`config.mk`:
```
export PLATFORM = sky130hd
export DESIGN_NAME = pipe_reg_chain
export DESIGN_NICKNAME = d
export VERILOG_FILES = /design/src/rtl/pipe_reg_chain.sv
export SDC_FILE = /design/constraint.sdc
export NUM_CORES = 1
export LEC_CHECK = 0
export CORE_UTILIZATION = 50
export CTS_CLUSTER_DIAMETER = 150
export DETAILED_ROUTE_END_ITERATION = 7
export GPL_ROUTABILITY_DRIVEN = 0
export GPL_TIMING_DRIVEN = 0
export MAX_ROUTING_LAYER = met4
export PLACE_DENSITY = 0.75
export SYNTH_ARGS = -nofsm -noshare
export SYNTH_HDL_FRONTEND = slang
export SYNTH_SLANG_ARGS = --single-unit
```
`constraint.sdc`:
```
create_clock -name clk -period 2.35 [get_ports clk]
set_clock_uncertainty 0.15 [all_clocks]
set_input_delay 0.3525 -clock clk [delete_from_list [all_inputs] [get_ports clk]]
set_output_delay 0.3525 -clock clk [all_outputs]
set_load 0.05 [all_outputs]
```
`src/rtl/pipe_reg_chain.sv`:
```
// rtl/pipe_reg_chain.sv - elastic register pipeline with per-stage valid, bubble collapsing and flush
// Each stage loads from its predecessor whenever it is empty or the stage after it can move.

module pipe_reg_chain #(
  parameter int              WIDTH       = 8,
  parameter int              DEPTH       = 4,
  parameter logic [WIDTH-1:0] RESET_VALUE = '0
) (
  input  logic                       clk,
  input  logic                       reset,
  input  logic                       flush,
  input  logic                       in_valid,
  output logic                       in_ready,
  input  logic [WIDTH-1:0]           in_data,
  output logic                       out_valid,
  input  logic                       out_ready,
  output logic [WIDTH-1:0]           out_data,
  output logic [$clog2(DEPTH+1)-1:0] count
);

  localparam int CW = $clog2(DEPTH + 1);

  logic [DEPTH-1:0] v;
  logic [DEPTH-1:0] rdy;
  logic [DEPTH-1:0] src_v;
  logic [WIDTH-1:0] d     [DEPTH];
  logic [WIDTH-1:0] src_d [DEPTH];
  logic             in_fire;
  logic             out_fire;

  // A stage can advance if the sink is ready or any stage from here to the output is empty.
  genvar i;
  generate
    for (i = 0; i < DEPTH; i++) begin : g_stage
      assign rdy[i] = out_ready || !(&v[DEPTH-1:i]);
      if (i == 0) begin : g_head
        assign src_v[i] = in_valid;
        assign src_d[i] = in_data;
      end else begin : g_body
        assign src_v[i] = v[i-1];
        assign src_d[i] = d[i-1];
      end
    end
  endgenerate

  assign in_ready  = rdy[0] && !flush && !reset;
  assign out_valid = v[DEPTH-1] && !flush && !reset;
  assign out_data  = d[DEPTH-1];
  assign in_fire   = in_valid && in_ready;
  assign out_fire  = out_valid && out_ready;

  always_ff @(posedge clk or posedge reset) begin
    if (reset) begin
      v     <= '0;
      count <= '0;
      for (int k = 0; k < DEPTH; k++) begin
        d[k] <= RESET_VALUE;
      end
    end else if (flush) begin
      v     <= '0;
      count <= '0;
    end else begin
      for (int k = 0; k < DEPTH; k++) begin
        if (rdy[k]) begin
          v[k] <= src_v[k];
          // Bubbles move through without disturbing the data registers.
          if (src_v[k]) begin
            d[k] <= src_d[k];
          end
        end
      end
      if (in_fire && !out_fire) begin
        count <= count + CW'(1);
      end else if (out_fire && !in_fire) begin
        count <= count - CW'(1);
      end
    end
  end

endmodule

```
Word-level counts from Yosys, hierarchy flattened
Cells that the tools add are included.
{"block": "classes", "muxes": 8, "n_addsub": 2, "n_bitwise": 1, "reduce_logical": 32}
{"op": "AND reduction 3 bit", "count": 5}
{"op": "two-way mux 3 bit", "count": 3}
{"op": "logical AND 1 bit", "count": 8}
{"op": "zero test 1 bit", "count": 8}
{"op": "nonzero test 2 bit", "count": 4}
{"op": "logical OR 1 bit", "count": 4}
{"op": "two-way mux 1 bit", "count": 4}
{"op": "two-way mux 4 bit", "count": 1}
{"op": "AND reduction 4 bit", "count": 1}
{"op": "adder 3 x 1 -> 3 bit, second input constant", "count": 1}
{"op": "nonzero test 3 bit", "count": 1}
{"op": "subtractor 3 x 1 -> 3 bit, second input constant", "count": 1}
{"op": "AND reduction 2 bit", "count": 1}
{"op": "inverter 1 bit", "count": 1}
{"block": "totals", "out_inout_bits": 13, "ff_bits": 39, "inputBits": 13, "word_cells": 52}

Logic depth before layout (Yosys ltp)
Gate-level depths: netlist of run 1.
{"block": "logic_depth", "ltp_word": 11, "depth_mapped": 8, "depth_no_buf": 7}

Worst setup path before layout of run 1
OpenSTA, ideal clock, no wires.
{"block": "synth_timing", "path_type": "register -> register", "startpoint": "reg count[0]", "endpoint": "reg count[2]", "setup_ns": 0.125, "required_time_ns": 2.075, "t_arrival_ns": 1.943, "setup_slack_ns": 0.133, "synth_period_minus_slack_ns": 2.217, "n_path_buf": 0, "path_stages_with_launch": 6, "cell_sequence": "dfrtp_1 > inv_1 > fa_1 > mux2i_1 > a311oi_1 > mux2_2"}
{"block": "synth_via", "elab_chain_cells": 4, "word_cells_on_any_way": 5, "cone_classes": "add/sub: 2; mux: 3"}
{"item": "from (decl)", "line": "18", "source": "output logic [$clog2(DEPTH+1)-1:0] count"}
{"item": "from (signal assigned)", "line": "73", "source": "count <= count + CW'(1);"}
{"item": "from (signal assigned)", "line": "75", "source": "count <= count - CW'(1);"}
{"item": "subtractor 3 x 1 -> 3 bit", "line": "75"}
{"item": "two-way mux 3 bit", "line": "74", "source": "end else if (out_fire && !in_fire) begin"}
{"item": "two-way mux 3 bit *", "line": "72", "source": "if (in_fire && !out_fire) begin"}
{"item": "two-way mux 3 bit *", "line": "59", "source": "end else if (flush) begin"}
Every way passes the cells marked *; elsewhere a longest branch is shown, timed or not. The select of a mux whose other input is x is not followed.
A chain may end at the register's enable or synchronous reset.

Worst setup path in the final report of run 1
{"block": "layout_timing", "startpoint": "in flush", "endpoint": "reg count[2]"}
{"block": "layout_via", "elab_chain_cells": 8, "word_cells_on_any_way": 14, "cone_classes": "mux: 2; reduce/logical: 12"}
{"item": "from (decl)", "line": "11", "source": "input logic flush,"}
{"item": "zero test 1 bit", "line": "46, 47"}
{"item": "logical AND 1 bit (2 in series)", "line": "47", "source": "assign out_valid = v[DEPTH-1] && !flush && !reset;"}
{"item": "logical AND 1 bit", "line": "50", "source": "assign out_fire = out_valid && out_ready;"}
{"item": "zero test 1 bit", "line": "72"}
{"item": "logical AND 1 bit", "line": "72"}
{"item": "two-way mux 3 bit", "line": "72"}
{"item": "two-way mux 3 bit", "line": "59"}
Several ways; a longest one is shown, not always the timed one.

==> results.yml, run 1 <==
run_status:
  status: "completed"
worst_setup_path:
  end_kind: "register"
  worstPathRequired_ns: 2.44
  arrival_ns: 2.41
  reg2reg_depth: 6
  crit_fanout: 10
  startpoint_type: "input pin"
  regToRegEndpoint: "count[2]$_DFFE_PP0P_"
  r2r-start: "v[1]$_DFFE_PP0P_"
  ff2ff_setup_slack_ns: 0.21
  critical_path_class: "in2reg"
finish:
  fin_nets: 171
  num_antenna_cells: 0
  drive_above_1_share_pct: 38.6
  fillers: 264
  area_growth_pct: 23.1
  multi_input_area_sq_um: 648
  final_common_cell: "dfrtp_1"
  final_cell_mix: "39 x dfrtp_1, 25 x mux2_2, 23 x clkdlybuf4s50_1"
  ff_latch_area_sq_um: 976
  final_util_pct: 67.3
sta:
  worstMarginPinSlew_ns: 0.886
  relSlewSlack_pct: 40.9
  rsz0062_at_grt: "true"
  period_share_pct: 98.7
  period_minus_slack_ns: 2.32
  setup_ws_ns: 0.0315
  setup_violations: 0
  fmax_ghz: 0.431
  finalSetupTns_ns: 0
  hold_viol: 0
  slew_viol_final: 0
drt:
  wl_per_cell_um: 14.4
  vias: 1001
  via_per_inst: 4.96
  remaining_drc_errors: 0
  wirelength_mm: 2.91
  firstDrtPassIters: 2
  drtIter0Drc: 31
  postRouteAntennaNets: 0
pwr:
  power_density_nw_per_um2: 918
  vdd_drop_max_mv: 0.431
  p_leak_nw: 0.978
cts:
  root_buffer: "clkbuf_4"
  numCtsBuffers: 5
  clock-sinks: 39
  htreeDepth: 2
  cts_hold_buf: 0
  cts.path.max_buffers: 2
  cts.clk_slew.worst_paths_ns: 0.11
  cts_tree: "done"
  clk_latency_ns: 0.34
global_route:
  grt-ovfl-total: 0
  grt_usage_pct: 19.9
  antenna_found_initial: 0
  grt_pass1_vias: 1067
  grt_pass1_wl_mm: 4.90
  grt_max_degree: 22
min_path:
  min_path_type: "reg2reg"
  worstHoldStart: "d[29]$_DFFE_PP0P_"
  hold_path_depth: 1
  min_to: "d[29]$_DFFE_PP0P_"
synthesis:
  ys_warn_count: 0
  ys_ff_latch: 39
  synthCells: 124
  synth.distinct_cells: 27
  syn_avg_cell_area_sq_um: 13.9
  ys_seq_area_share_pct: 56.6
  netlist_area_sq_um: 1720
  synth_nets: 138
placement:
  place_ws_ns: -0.746
  dp.final_hpwl_mm: 2.23
  numPortBuffers: 25
floorplan:
  die-area_sq_um: 3690
  fp.dieW_um: 60.7
  initial_core_util_pct: 54.7
  design.core.area_sq_um: 3150
  ioPinCount: 26
  fp.dieH_um: 60.7
  rows: 20
run:
  cap_violations: 0
-- routing by layer --
metal / global-route usage, % / share of wire [%] / up-vias
met2: 32.7 / 53 / 21
met4: 5.84 / 1.2 / 0
met3: 7.04 / 3.5 / 4
met5: - / 0 / -
met1: 23.1 / 42 / 488
li1: - / - / 488
-- worst max-delay path by stage --
stage,slack (ns),end,from,cells after the start
2_1_floorplan,0.13,count[2]$_DFFE_PP0P_,count[0]$_DFFE_PP0P_,5
3_3_place_gp,-0.67,count[2]$_DFFE_PP0P_,flush,9
3_5_place_dp,-0.75,count[2]$_DFFE_PP0P_,flush,9
4_1_cts,0.004,in_ready,out_ready,5
5_1_grt,-0.05,count[2]$_DFFE_PP0P_,flush,9
6_report,0.03,count[2]$_DFFE_PP0P_,flush,9
-- cell usage after synthesis --
master    instances  area (sq um)
dfrtp_1          39           976
mux2_2           25           282
buf_4             8          60.1
mux2_4            8           120
nor2_1            8          30.0
inv_1             6          22.5
a21oi_1           5          25.0
nand2_1           3          11.3
and2_1            2          12.5
buf_6             2          22.5
clkbuf_1          2          7.51
a211o_1           1          8.76
a211oi_1          1          7.51
a311oi_1          1          8.76
a311oi_2          1          15.0
a31o_2            1          8.76
and3b_1           1          8.76
and3b_4           1          12.5
fa_1              1          20.0
mux2i_1           1          10.0
nand3_1           1          5.00
nand3b_1          1          7.51
nand3b_2          1          11.3
nor2b_1           1          6.26
or2b_1            1          7.51
or3b_1            1          8.76
xnor2_1           1          8.76
-- layout make-up --
| class | instances | area share (%) |
|---|---|---|
| clock inverter | 2 | 0.589 |
| sequential | 39 | 46.0 |
| tap | 44 | 2.59 |
| inverter | 6 | 1.06 |
| multi-input combinational | 67 | 30.5 |
| timing repair buffer | 26 | 12.6 |
| clock buffer | 6 | 1.94 |
| buffer | 12 | 4.71 |
-- report_power, final --
group	leakage, nW	switching [W]	internal (W)
registers	0.485	0.000105	0.000844
logic	0.465	0.000325	0.000351
clock network	0.0282	0.000209	0.000115
total	0.978	0.000638	0.00131
-- worst max-delay path, cell delays in order --
cell,delay [ns]
clkdlybuf4s50_1,0.54
clkbuf_8,0.19
nor2_1,0.07
nand2_1,0.09
a21oi_2,0.05
fa_2,0.35
mux2i_1,0.14
a311oi_2,0.25
mux2_2,0.37
-- sequential cells by signal (all words and copies together) (netlist names) --
| name | cells |
|---|---|
| d | 24 |
| v | 4 |
| out_data | 8 |
| count | 3 |
-- cells by family after synthesis --
logic type               after synthesis  synth area share [%]
flip-flops                            39                  56.6
multiplexers                          34                  23.9
AND/OR/NAND/NOR                       21                  7.04
buffers and inverters                 18                  6.53
AO/OA/AOI/OAI                         10                  4.28
XOR/XNOR                               1                 0.508
adder cells (fa/ha/maj)                1                  1.16
-- repair_timing --
action | in CTS | in global routing
resized for setup | 9 | 5
pin swaps | 1 | 0
setup buffers | 0 | 0
endpoints found under the setup margin | 3 | 3
-- metrics by stage --
| stage | power [W] | area, sq um | hold slack [ns] | instances |
|---|---|---|---|---|
| after detailed placement | 0.00165 | 2060 | 0.344 | 194 |
| after global routing | 0.00205 | 2120 | 0.385 | 202 |
| after CTS | 0.00197 | 2130 | 0.374 | 202 |
| after global placement | 0.00159 | 2030 | 0.335 | 193 |
| final | 0.00195 | 2120 | 0.364 | 202 |
| after floorplan | 0.00143 | 1720 | 0.325 | 124 |
Note: power is estimated with default switching activity, not from simulation.
==> run 2, diff against run 1 <==
--- a/config.mk
+++ b/config.mk
@@ -8,10 +8,11 @@
 export CORE_UTILIZATION = 50
 export CTS_CLUSTER_DIAMETER = 150
 export DETAILED_ROUTE_END_ITERATION = 7
+export DONT_BUFFER_PORTS = 1
 export GPL_ROUTABILITY_DRIVEN = 0
 export GPL_TIMING_DRIVEN = 0
 export MAX_ROUTING_LAYER = met4
-export PLACE_DENSITY = 0.75
+export SLEW_MARGIN = 20
 export SYNTH_ARGS = -nofsm -noshare
 export SYNTH_HDL_FRONTEND = slang
 export SYNTH_SLANG_ARGS = --single-unit
==> results.yml, run 2 (synthesized netlist as in run 1, its figures left out) <==
run_status:
  status: "completed"
cts:
  htreeDepth: 2
  numCtsBuffers: 5
  cts.path.max_buffers: 2
  cts.clk_slew.worst_paths_ns: 0.11
  cts_tree: "done"
  clock-sinks: 39
  cts_setup_buffers: 0
  clk_latency_ns: 0.34
  root_buffer: "clkbuf_4"
placement:
  numPortBuffers: 0
  dp.final_hpwl_mm: 1.90
  place_area_sq_um: 1780
sta:
  slew_viol_final: 0
  hold_viol: 0
  fmax_ghz: 0.446
  period_share_pct: 95.4
  relSlewSlack_pct: 49.1
  rsz0062_at_grt: "false"
  setup_violations: 0
  worstMarginPinSlew_ns: 0.762
  period_minus_slack_ns: 2.24
worst_setup_path:
  startpoint_type: "register"
  ff2ff_setup_slack_ns: 0.11
  critical_path_class: "reg2reg"
  cp-startpoint: "v[1]$_DFFE_PP0P_"
  slowest_stage: "dfrtp_1"
  r2r-start: "v[1]$_DFFE_PP0P_"
  regToRegEndpoint: "count[2]$_DFFE_PP0P_"
  crit_chain: "a31o_2 -> a21oi_1 -> fa_1 -> mux2i_1 -> a311oi_2 -> mux2_2"
  cp.depth: 6
  critical_path.max_stage_delay_ns: 0.43
  reg2reg_depth: 6
  arrival_ns: 2.33
  crit_fanout: 6
  cp_top_family: "compound AO/OA/AOI/OAI gates"
  end_kind: "register"
  crit_buf_inv: 0
  worstPathRequired_ns: 2.43
  crit_end: "count[2]$_DFFE_PP0P_"
drt:
  drtIter0Drc: 9
  via_per_inst: 5.12
  vias: 953
  remaining_drc_errors: 0
  postRouteAntennaNets: 0
  wl_per_cell_um: 14.0
  wirelength_mm: 2.60
  firstDrtPassIters: 3
global_route:
  grt_pass1_vias: 953
  grt-ovfl-total: 0
  grt_max_degree: 40
  antenna_found_initial: 0
  grt_usage_pct: 17.4
  grt_pass1_wl_mm: 4.33
finish:
  fillers: 284
  final_common_cell: "dfrtp_1"
  largest_reg_flops: 24
  num_antenna_cells: 0
  final_util_pct: 62.1
  fin_area_sq_um: 1960
  fin_nets: 155
  area_growth_pct: 13.5
  drive_above_1_share_pct: 40.8
  multi_input_area_sq_um: 642
  largest_register: "d"
  ff_latch_area_sq_um: 978
  final_cell_mix: "37 x dfrtp_1, 25 x mux2_2, 10 x dlygate4sd3_1"
floorplan:
  die-area_sq_um: 3690
  fp.dieH_um: 60.7
  initial_core_util_pct: 54.7
  design.core.area_sq_um: 3150
  rows: 20
  ioPinCount: 26
  fp.dieW_um: 60.7
pwr:
  finalPower_w: 0.00187
  vdd_drop_max_mv: 0.485
  p_leak_nw: 0.912
  power_density_nw_per_um2: 956
run:
  cap_violations: 0
min_path:
  min_path_type: "in2reg"
  worstHoldStart: "reset"
## run 2: cell count changes in the layout (fill, tap and decap cells not counted), moves of 2 or more
cell	previous run	this run
clkdlybuf4s50_1	23	0
dlygate4sd3_1	0	10
dfrtp_1	39	37
dfrtp_2	0	2
## run 2: power by group
part / internal (W) / switching (W) / total, W
Sequential: 0.000844 / 0.000113 / 0.000957
Clock: 0.000176 / 0.000202 / 0.000378
Combinational: 0.000253 / 0.000283 / 0.000536
Total: 0.00127 / 0.000598 / 0.00187
## run 2: final cells by class
type	instances	share of cell area, %
plain buffers	12	4.60
flip-flops and latches	39	50.0
clock buffers	8	3.52
multi-input cells	67	32.8
inverters	6	1.15
well taps	44	2.81
repair buffers	10	5.12
## run 2: metal layers
metal | part of all wire [%] | wire length (um) | GRT usage, %
met5 | 0 | 0 | -
met4 | 1.6 | 42 | 7.79
met3 | 4.8 | 125 | 4.90
met2 | 49 | 1280 | 26.4
met1 | 45 | 1160 | 21.8
## run 2: worst min-delay path by stage
stage | to | slack [ns] | cells past startpoint
final | count[1]$_DFFE_PP0P_ | 0.07 | 3
after global routing | count[1]$_DFFE_PP0P_ | 0.08 | 3
after CTS | d[30]$_DFFE_PP0P_ | 0.009 | 1
after detailed placement | count[0]$_DFFE_PP0P_ | 0.27 | 1
after global placement | v[0]$_DFFE_PP0P_ | 0.33 | 2
after floorplan | d[16]$_DFFE_PP0P_ | 0.32 | 1
## run 2: repair_timing
| item | 4_1_cts | 5_1_grt |
|---|---|---|
| gates resized for setup | 2 | 1 |
| endpoints found under the setup margin | 1 | 1 |
| endpoints found under the hold margin | 47 | 1 |
| hold buffers | 9 | 1 |
## run 2: worst reg2reg max path: stages (launching register included)
cell	delay, ns
dfrtp_1	0.43
a31o_2	0.23
a21oi_1	0.09
fa_1	0.41
mux2i_1	0.15
a311oi_2	0.32
mux2_2	0.37
## run 2: stage by stage
| step | cells | setup TNS, ns | setup slack, ns | hold WS (ns) |
|---|---|---|---|---|
| after floorplan | 124 | 0 | 0.133 | 0.325 |
| after global placement | 168 | -0.155 | -0.155 | 0.334 |
| after detailed placement | 168 | -0.170 | -0.170 | 0.273 |
| after CTS | 185 | 0 | 0.0739 | 0.00852 |
| after global routing | 186 | 0 | 0.0186 | 0.0759 |
| final | 186 | 0 | 0.109 | 0.0710 |
